[src/rtl/uart_rx_ctrl.sv]
// Control and buffering wrapper for a UART receiver: programmable 16x tick
// generator, FWFT receive FIFO with valid/ready drain, error counters, level IRQ.
module uart_rx_ctrl #(
  parameter int unsigned FRAME_WIDTH = 8,
  parameter int unsigned DEPTH       = 8,
  parameter int unsigned DIV_WIDTH   = 16,
  parameter int unsigned CNT_WIDTH   = 8,
  parameter int unsigned IRQ_THRESH  = 4
) (
  input  logic                       clk,
  input  logic                       reset_n,
  input  logic                       enable,
  input  logic [DIV_WIDTH-1:0]       baud_div,
  output logic                       s_tick,
  input  logic                       rx_done_tick,
  input  logic                       rx_data_valid,
  input  logic [FRAME_WIDTH-1:0]     rx_dout,
  output logic [FRAME_WIDTH-1:0]     m_data,
  output logic                       m_valid,
  input  logic                       m_ready,
  output logic [$clog2(DEPTH):0]     fifo_level,
  output logic [CNT_WIDTH-1:0]       parity_err_cnt,
  output logic [CNT_WIDTH-1:0]       overrun_cnt,
  input  logic                       clear_errs,
  output logic                       rx_irq
);

  localparam int unsigned PTR_W = $clog2(DEPTH);
  localparam int unsigned LVL_W = PTR_W + 1;

  logic [DIV_WIDTH-1:0]   div_cnt;
  logic [FRAME_WIDTH-1:0] mem [DEPTH];
  logic [PTR_W-1:0]       rd_ptr;
  logic [PTR_W-1:0]       wr_ptr;
  logic [LVL_W-1:0]       level;
  logic [LVL_W-1:0]       level_nxt;
  logic                   full;
  logic                   pop;
  logic                   push;
  logic                   parity_evt;
  logic                   overrun_evt;

  // A >= compare (not ==) lets a shrinking divisor take effect on the next edge
  // instead of counting all the way round to 2^DIV_WIDTH.
  always_ff @(posedge clk or negedge reset_n) begin
    if (!reset_n) begin
      div_cnt <= '0;
      s_tick  <= 1'b0;
    end else if (!enable) begin
      div_cnt <= '0;
      s_tick  <= 1'b0;
    end else if (div_cnt >= baud_div) begin
      div_cnt <= '0;
      s_tick  <= 1'b1;
    end else begin
      div_cnt <= div_cnt + 1'b1;
      s_tick  <= 1'b0;
    end
  end

  // A full FIFO still accepts a good frame when the head is popped on the same edge.
  assign full        = (level == LVL_W'(DEPTH));
  assign m_valid     = (level != '0);
  assign pop         = m_valid && m_ready;
  assign push        = rx_done_tick && rx_data_valid && (!full || pop);
  assign overrun_evt = rx_done_tick && rx_data_valid && full && !pop;
  assign parity_evt  = rx_done_tick && !rx_data_valid;
  assign m_data      = mem[rd_ptr];
  assign fifo_level  = level;

  always_comb begin
    // NOTE: default first so every path assigns level_nxt and no latch is inferred.
    level_nxt = level;
    case ({push, pop})
      2'b10:   level_nxt = level + 1'b1;
      2'b01:   level_nxt = level - 1'b1;
      default: level_nxt = level;
    endcase
  end

  // NOTE: storage carries no reset; contents are unobservable while level is 0.
  always_ff @(posedge clk) begin
    if (push) mem[wr_ptr] <= rx_dout;
  end

  always_ff @(posedge clk or negedge reset_n) begin
    if (!reset_n) begin
      rd_ptr <= '0;
      wr_ptr <= '0;
      level  <= '0;
      rx_irq <= 1'b0;
    end else begin
      if (push) wr_ptr <= wr_ptr + 1'b1;
      if (pop)  rd_ptr <= rd_ptr + 1'b1;
      level  <= level_nxt;
      rx_irq <= (level_nxt >= LVL_W'(IRQ_THRESH));
    end
  end

  always_ff @(posedge clk or negedge reset_n) begin
    if (!reset_n) begin
      parity_err_cnt <= '0;
      overrun_cnt    <= '0;
    end else if (clear_errs) begin
      parity_err_cnt <= '0;
      overrun_cnt    <= '0;
    end else begin
      if (parity_evt && (parity_err_cnt != '1)) parity_err_cnt <= parity_err_cnt + 1'b1;
      if (overrun_evt && (overrun_cnt != '1))   overrun_cnt    <= overrun_cnt + 1'b1;
    end
  end

endmodule

[config.mk]
export PLATFORM = sky130hd
export DESIGN_NAME = uart_rx_ctrl
export DESIGN_NICKNAME = d
export VERILOG_FILES = /design/src/rtl/uart_rx_ctrl.sv
export SDC_FILE = /design/constraint.sdc
export NUM_CORES = 1
export LEC_CHECK = 0
export ABC_AREA = 1
export CAP_MARGIN = 20
export CELL_PAD_IN_SITES_DETAIL_PLACEMENT = 1
export CELL_PAD_IN_SITES_GLOBAL_PLACEMENT = 1
export CORE_MARGIN = 1.5
export CORE_UTILIZATION = 48
export CTS_CLUSTER_DIAMETER = 50
export CTS_CLUSTER_SIZE = 12
export DETAILED_ROUTE_END_ITERATION = 6
export PLACE_DENSITY = 0.89
export SYNTH_ARGS = -nofsm -noshare
export SYNTH_HDL_FRONTEND = slang
export SYNTH_SLANG_ARGS = --single-unit
[constraint.sdc]
create_clock -name clk -period 3 [get_ports clk]
set_input_delay 0.45 -clock clk [delete_from_list [all_inputs] [get_ports clk]]
set_output_delay 0.45 -clock clk [all_outputs]
set_load 0.1 [all_outputs]
[Word-level counts from Yosys, hierarchy flattened]
Memories as Yosys holds them, arrays and structs flattened.
Cells that the tools add are included.
Operators by class
  multiplexer cells: 11
  reductions and logical operators: 15
  $lt $le $gt $ge: 2
  equality and inequality tests: 5
  $add $sub $neg: 7
Operators by type and width (number)
  $mux W16: 2
  $mux W8: 4
  $add A16 B1 Y16 const B: 1
  $add A8 B1 Y8 const B: 2
  $ge A16 B16 Y1: 1
  $ne A8 B8 Y1 const B: 2
  $logic_and A1 B1 Y1: 8
  $pmux W4 S2: 1
  $add A3 B1 Y3 const B: 2
  $add A4 B1 Y4 const B: 1
  $eq A4 B4 Y1 const B: 1
  $ge A4 B3 Y1 const B: 1
  $mux W1: 4
  $reduce_bool A2 Y1: 2
  $reduce_bool A4 Y1: 1
  $sub A4 B1 Y4 const B: 1
  $logic_not A1 Y1: 3
  $eq A2 B1 Y1 const B: 1
  $eq A2 B2 Y1 const B: 1
  $logic_or A1 B1 Y1: 1
Storage, ports and cells
  logic and storage cells: 49
  memories kept: 1
  bits in registers: 44
  memory bits (writable): 64
Memory list
  mem: depth 8, bits a word 8, read ports 1, clocked after memory_dff 0, write ports 1, RTL line 32  | logic [FRAME_WIDTH-1:0] mem [DEPTH];

[Depth between registers and ports, before layout]
  depth after elaboration: 7
  gate-level depth with buffers: 13

[Least setup slack after synthesis]
No wires, ideal clock.
  kind: reg-to-reg
  start point: register level[3], in the netlist fifo_level[3]
  end point: register rx_irq
  setup time: 0.119 ns
  buffers on the path: 0
  path slack: 0.407 ns
  arrival: 2.474 ns
  cell stages (with the launch flop): 11
  period minus slack after synthesis: 2.593 ns
  path through: dfrtp_1 -> nor2_1 -> nand2_4 -> nand4_1 -> nand2_1 -> inv_1 -> ha_1 -> o2111ai_1 -> nand4_1 -> nand2_1 -> nand2_1
On the way
  longest elaborated chain between the ends: 7
Ends and longest elaborated chain
  start, declared: RTL line 35  | logic [LVL_W-1:0] level;
  start signal, assigned: RTL line 95  | level <= level_nxt;
  $reduce_bool A4 Y1 *: RTL line 63  | assign m_valid = (level != '0);
  named net m_valid: RTL line 19  | output logic m_valid,
  $logic_and A1 B1 Y1 *: RTL line 64  | assign pop = m_valid && m_ready;
  $logic_or A1 B1 Y1: RTL line 65  | assign push = rx_done_tick && rx_data_valid && (!full || pop);
  $logic_and A1 B1 Y1: RTL line 65
  $eq A2 B1 Y1 or $eq A2 B2 Y1 (tied branches): RTL line 74  | case ({push, pop})
  $pmux W4 S2 *: RTL line 74
  $ge A4 B3 Y1 *: RTL line 96  | rx_irq <= (level_nxt >= LVL_W'(IRQ_THRESH));
  end signal, assigned: RTL line 96
  end, declared: RTL line 25  | output logic rx_irq
The timed path passes the listed nets; every way through them passes the cells marked *.
A chain may end at the register's enable or synchronous reset.

[Final worst setup path]
  start point: register rd_ptr[1]
  end point: output port m_data[7]
On the way
  longest elaborated chain between the ends: 1
Ends and longest elaborated chain
  start, declared: RTL line 33  | logic [PTR_W-1:0] rd_ptr;
  start signal, assigned: RTL line 94  | if (pop) rd_ptr <= rd_ptr + 1'b1;
  $mem_v2 Z8 W8
  end, declared: RTL line 18  | output logic [FRAME_WIDTH-1:0] m_data,
Every way passes these cells.

==> results.yml <==
pwr:
  power_density_mw_per_mm2: 909
  irDropWorstVdd_uv: 978
  seqPwrFrac_pct: 31.4
  p_clk_share_pct: 24.0
  internal-power_w: 0.00344
  swShare_pct: 43.6
  p_leak_nw: 2.78
  p_comb_share_pct: 44.5
  power_w: 0.00609
  switchingPower_w: 0.00265
logic_synthesis:
  synth-edff-count: 64
  synthDistinctLibCells: 44
  seq_area_frac_synth_pct: 54.3
  synth_area_mm2: 0.00557
  syn_nets: 613
  synth_seq_cells: 108
  ys_warn_count: 0
  synth_top_flop_cell: "edfxtp_1"
  syn_area_per_cell_um2: 9.94
  synth_cells: 560
  async_reset_ff_share_pct: 40.7
routing:
  wl_per_cell_um: 18.9
  drc_errors: 0
  final_antenna_net_count: 0
  dr.pass1.iters: 4
  num_vias: 4288
  wl_mm: 14.5
  drtIter0Drc: 174
  avgViaCountPerCell: 5.58
global_route:
  grtUsageTotal_pct: 25.5
  grt_max_degree: 45
  grt_pass1_wl_mm: 24.7
  grt_remaining_overflow: 0
  grt_pass1_vias: 4721
  antenna_found_initial: 0
setup_path:
  cp.arrival_ns: 2.36
  crit_path_end_kind: "output pin"
  start_kind: "flop"
  crit_fanout: 34
  rrSetupSlack_ns: 1.04
  worstPathRequired_ns: 2.55
  critical_path_class: "flop to output pin"
clocking:
  insertion_delay_ns: 0.35
  cts_tree: "built"
  cts_buffer_depth: 2
  cts_buffers: 9
  htree_levels: 3
  ctsHoldBuffers: 0
  cts.sinks: 108
  clk_pin_slew_worst_paths_ns: 0.07
  cts_setup_buffers: 0
  ctsResizeCount: 0
  cts-root-buf: "clkbuf_16"
layout:
  drive_above_1_share_pct: 18.1
  nNetsFinal: 673
  syn_to_final_growth_pct: 20.2
  antenna_cells: 0
  final_cell_area_mm2: 0.00669
  multi_input_area_mm2: 0.00225
  seqCellArea_mm2: 0.00302
  fillers: 1262
timing:
  finalMaxSlewViolations: 0
  clock.fmax_mhz: 356
  clock_skew_ns: 0.00632
  tns_ns: 0
  post-route-period-util_pct: 93.5
  min_period_ns: 2.81
  worst_pin_slew_ns: 0.989
  holdWs_ns: -0.00493
  maxSlewHeadroom_pct: 34.1
  rsz0062_at_grt: "no"
  setup-violations-final: 0
  finalHoldViolCount: 4
die:
  rows: 39
  die_h_um: 111
  design.portCount: 62
  die-area_mm2: 0.0123
  fp.dieW_um: 111
  start_util_pct: 49.0
  core_area_mm2: 0.0114
status:
  status: "complete, but fails checks"
  violations: "negative hold slack"
flow_run:
  drv_cap: 0
placement:
  port_buffers: 61
  dp_hpwl_mm: 10.5
  gp_congestion: 0.849
  post_dp_cell_area_mm2: 0.00630
min_path:
  hp-class: "input port to asynchronous set/reset pin"
-- synth_stat cells, types with 2 or more instances --
library cell | count | area share (%)
clkbuf_1 | 6 | 0.40
nand2_1 | 97 | 6.5
o21bai_1 | 3 | 0.40
dfrtp_1 | 44 | 20
a21oi_1 | 12 | 1.1
nand3_2 | 7 | 1.3
buf_2 | 6 | 0.54
a31o_2 | 2 | 0.31
o21ai_1 | 4 | 0.36
buf_6 | 2 | 0.40
o21ai_0 | 25 | 2.2
nor3_2 | 3 | 0.54
nand4_1 | 12 | 1.3
nand3_1 | 37 | 3.3
edfxtp_1 | 64 | 35
inv_2 | 5 | 0.34
nand2_2 | 6 | 0.67
nand2_4 | 4 | 0.81
inv_1 | 49 | 3.3
nor3_1 | 8 | 0.72
o32ai_1 | 16 | 2.5
nor2_1 | 73 | 4.9
xor2_1 | 11 | 1.7
ha_1 | 22 | 4.9
o21ai_2 | 2 | 0.31
nor2_2 | 19 | 2.1
nand3_4 | 2 | 0.63
nor2_4 | 3 | 0.61
-- flip-flops by register name, summed over array words and instances, names as in the netlist --
signal,flops
div_cnt,16
fifo_level,4
mem,64
overrun_cnt,8
parity_err_cnt,8
rd_ptr,3
rx_irq,1
s_tick,1
wr_ptr,3
-- final cells by class --
class | count | share of cell area [%]
Sequential cell | 108 | 45.2
Tap cell | 143 | 2.67
Clock buffer | 9 | 3.37
Inverter | 55 | 3.08
Timing Repair Buffer | 64 | 9.91
Multi-Input combinational cell | 382 | 33.6
Clock inverter | 7 | 2.21
-- final timing paths --
kind | startpoint | to | cells after the start
setup / recovery | rd_ptr[1] | m_data[7] | 5
hold / removal | reset_n | overrun_cnt[3] | 1
setup reg to reg | div_cnt[13] | s_tick | 7
hold reg to reg | parity_err_cnt[1] | parity_err_cnt[1] | 2
max in group asynchronous | reset_n | div_cnt[11] | 2
min in group clk | parity_err_cnt[1] | parity_err_cnt[1] | 2
-- kinds of logic after synthesis --
logic type | Yosys count | synth area share, %
and+or+nand+nor | 277 | 25.0
DFF | 108 | 54.3
AOI/OAI and AO/OA | 70 | 8.32
buffers and inverters | 70 | 5.30
adders and majority gates | 22 | 4.94
xor gates and xnor gates | 12 | 1.89
muxes | 1 | 0.202
-- worst max-delay path, cell delays in order, from the launching register on --
cell     delay, ns
dfrtp_1       0.99
o21ai_0       0.28
o32ai_1       0.24
nand2_1       0.14
nand2_1       0.15
buf_12        0.19
-- power by group through the flow --
stage | clock (W) | sequential [W] | combinational (W)
after floorplan | 0 | 0.00214 | 0.00159
after detailed placement | 0 | 0.00194 | 0.00269
after CTS | 0.00148 | 0.00191 | 0.00272
final | 0.00146 | 0.00191 | 0.00271
after global routing | 0.00153 | 0.00194 | 0.00286
after global placement | 0 | 0.00192 | 0.00261
-- placed cells by master, fill, tap and decap left out, types with 22 or more instances in the layout --
cell type	Yosys	routed
buf_4	0	25
nand3_1	37	37
nor2_1	73	73
clkdlybuf4s50_1	0	29
dfrtp_1	44	44
nand2_1	97	97
o21ai_0	25	25
ha_1	22	22
inv_1	49	49
edfxtp_1	64	64
-- routing by layer --
| metal | GRT usage (%) | up-vias | part of all wire, % |
|---|---|---|---|
| met2 | 45.7 | 93 | 53 |
| met5 | 0 | - | 0 |
| met1 | 30.3 | 2134 | 40 |
| met3 | 4.70 | 30 | 3.4 |
| met4 | 9.66 | 0 | 2.8 |
| li1 | - | 2031 | - |
-- through the flow --
step	worst slack (ns)	utilization (%)	hold slack, ns	cells
after CTS	0.206	58.7	0.297	767
after detailed placement	0.429	55.4	0.555	751
final	0.194	58.9	-0.00493	768
after global routing	0.0134	58.9	0.00877	768
after global placement	0.604	55.4	0.528	751
after floorplan	0.407	-	0.154	560
(Power assumes the default switching activity.)
==> RTL edit: new RTL, config.mk and constraints unchanged <==
Change the parameter `CNT_WIDTH` from 8 to 6.
--- a/src/rtl/uart_rx_ctrl.sv
+++ b/src/rtl/uart_rx_ctrl.sv
@@ -4,7 +4,7 @@
   parameter int unsigned FRAME_WIDTH = 8,
   parameter int unsigned DEPTH       = 8,
   parameter int unsigned DIV_WIDTH   = 16,
-  parameter int unsigned CNT_WIDTH   = 8,
+  parameter int unsigned CNT_WIDTH   = 6,
   parameter int unsigned IRQ_THRESH  = 4
 ) (
   input  logic                       clk,
Interface: changed (resized overrun_cnt and parity_err_cnt); port bits go from 62 to 58. The function was not compared with the original's and may differ.
==> RTL edit against the original RTL <==
- sequential power shrank 8%
- sequential share of layout area grew 2.7 points
- synthesized area shrank 8.4%
- routed wire length shrank 7.1%
- worst setup slack gained 0.057 ns
- final area shrank 8.8%
- total power shrank 8.5%
- clock skew grew 0.0077 ns
- first-iteration DRC count is the same
- via count shrank 6.2%
- critical path type unchanged
- clock power shrank 29%
- sequential cell count shrank 4
==> RTL edit: results (changes against the original RTL) <==
Run status:
- Status: finished clean (was finished with violations).

Clocking:
- The clock-pin transition on the worst setup and hold timing paths is 0.10 ns (was 0.07 ns).
- The clock insertion delay at the later pin of the skew report was 0.39 ns (was 0.35 ns).
- The cell at the root of the clock tree is sky130_fd_sc_hd__clkbuf_8 (was sky130_fd_sc_hd__clkbuf_16).

Yosys:
- The share of cell area taken by muxes after synthesis is 0% (was 0.2023%).
- The share of synthesized area occupied by flip-flops and latches is 57.33% (was 54.30%).
- Top cells by area in the synthesized netlist: sky130_fd_sc_hd__edfxtp_1 (38%), sky130_fd_sc_hd__dfrtp_1 (20%), sky130_fd_sc_hd__nor2_1 (7.4%) (was sky130_fd_sc_hd__edfxtp_1 (35%), sky130_fd_sc_hd__dfrtp_1 (20%), sky130_fd_sc_hd__nand2_1 (6.5%)).
- The adder and majority gate portion of the synthesized area was 5.399% (was 4.945%).
- The share of the synthesized netlist area taken by xor and xnor gates is 1.374% (was 1.888%).
- The count of distinct cell types in the synthesized netlist was 36 (was 44).
- The net count after synthesis is 578 (was 613).
- Most numerous cell types in the synthesized netlist: sky130_fd_sc_hd__nor2_1 (101), sky130_fd_sc_hd__nand2_1 (69), sky130_fd_sc_hd__edfxtp_1 (64) (was sky130_fd_sc_hd__nand2_1 (97), sky130_fd_sc_hd__nor2_1 (73), sky130_fd_sc_hd__edfxtp_1 (64)).

Pwr:
- The static leakage is 2.614 nW (was 2.781 nW).
- The maximum vdd drop was 987.8 uV (was 977.7 uV).

Global route:
- The largest net degree at the start of global routing is 41 (was 45).
- The via count of the first global-routing pass is 4325 (was 4721).
- The total routing resource utilization after global routing came to 25.63% (was 25.46%).
- The wire length of the first global-routing pass came to 21.82 mm (was 24.68 mm).

Layout:
- The fraction of final layout cells sized beyond drive strength 1 is 13.71% (was 18.08%).

Placed design:
- The placed wire-length estimate came to 9.960 mm (was 10.48 mm).
- The routability-driven placement congestion ratio is 0.8118 (was 0.8486).
- The post-placement setup slack is 0.3961 ns (was 0.4291 ns).

Setup path:
- The critical path data arrival time is 2.30 ns (was 2.36 ns).

Timing:
- The worst slew margin relative to its limit is 39.03% (was 34.07%).
- The final worst clock skew is 0.01398 ns (was 0.006321 ns).

Drt:
- The routed via count divided by cell count came to 5.531 (was 5.583).
## RTL edit: path summary, 6_finish.rpt
check | from | to | slack, ns | cells past startpoint
min | reset_n | parity_err_cnt[5] | 0.19 | 1
min in group clk | wr_ptr[0] | wr_ptr[0] | 0.57 | 2
max reg2reg | fifo_level[2] | mem[5][7] | 1.03 | 6
max in group asynchronous | reset_n | div_cnt[7] | 2.24 | 1
max | rd_ptr[1] | m_data[7] | 0.25 | 6
min reg2reg | wr_ptr[0] | wr_ptr[0] | 0.57 | 2
## RTL edit: logic make-up (layout without fill, tap and decap cells)
kind of cell	count (synthesis)	in the layout
AO/OA/AOI/OAI	88	88
XOR/XNOR	8	8
adder cells (fa/ha/maj)	22	22
buffers and inverters	76	142
flip-flops	104	104
AND/OR/NAND/NOR	227	227
## RTL edit: per-layer routing
| metal | track usage (%) | part of all wire (%) | wire length, um |
|---|---|---|---|
| met2 | 47.12 | 54 | 7233 |
| met3 | 6.438 | 4.2 | 569 |
| met1 | 28.64 | 40 | 5392 |
| met5 | 0 | 0 | 0 |
| met4 | 9.170 | 2.0 | 274 |
## RTL edit: final cells by class
cell class	count	share of cell area, %
clock buffer	9	2.029
inverter	64	3.934
tap	136	2.787
clock inverter	7	1.844
timing repair buffer	62	10.41
multi-input combinational	345	31.13
sequential	104	47.87
## RTL edit: worst max-delay path, cell delays in order (launching register included)
cell and delay, ns:
sky130_fd_sc_hd__dfrtp_1 0.40, sky130_fd_sc_hd__inv_1 0.39, sky130_fd_sc_hd__o21ai_0 0.22, sky130_fd_sc_hd__o22ai_1 0.26, sky130_fd_sc_hd__nor2_1 0.09, sky130_fd_sc_hd__a31oi_1 0.32, sky130_fd_sc_hd__buf_12 0.22
## RTL edit: power groups by stage
stage | registers, mW | logic, mW | clock network, mW
2_1_floorplan | 2.01 | 1.62 | 0
3_3_place_gp | 1.77 | 2.68 | 0
3_5_place_dp | 1.79 | 2.77 | 0
4_1_cts | 1.76 | 2.79 | 1.04
5_1_grt | 1.77 | 2.94 | 1.09
6_report | 1.76 | 2.78 | 1.03
## RTL edit: per-stage QoR
stage               instance area, um2  setup TNS, ns  std cells  total power, mW
finish                            6106              0        727            5.571
global route                      6106              0        727            5.793
CTS                               6106              0        727            5.588
detailed placement                5869              0        711            4.557
global placement                  5869              0        711            4.450
floorplan                         5124        -0.1257        525            3.635
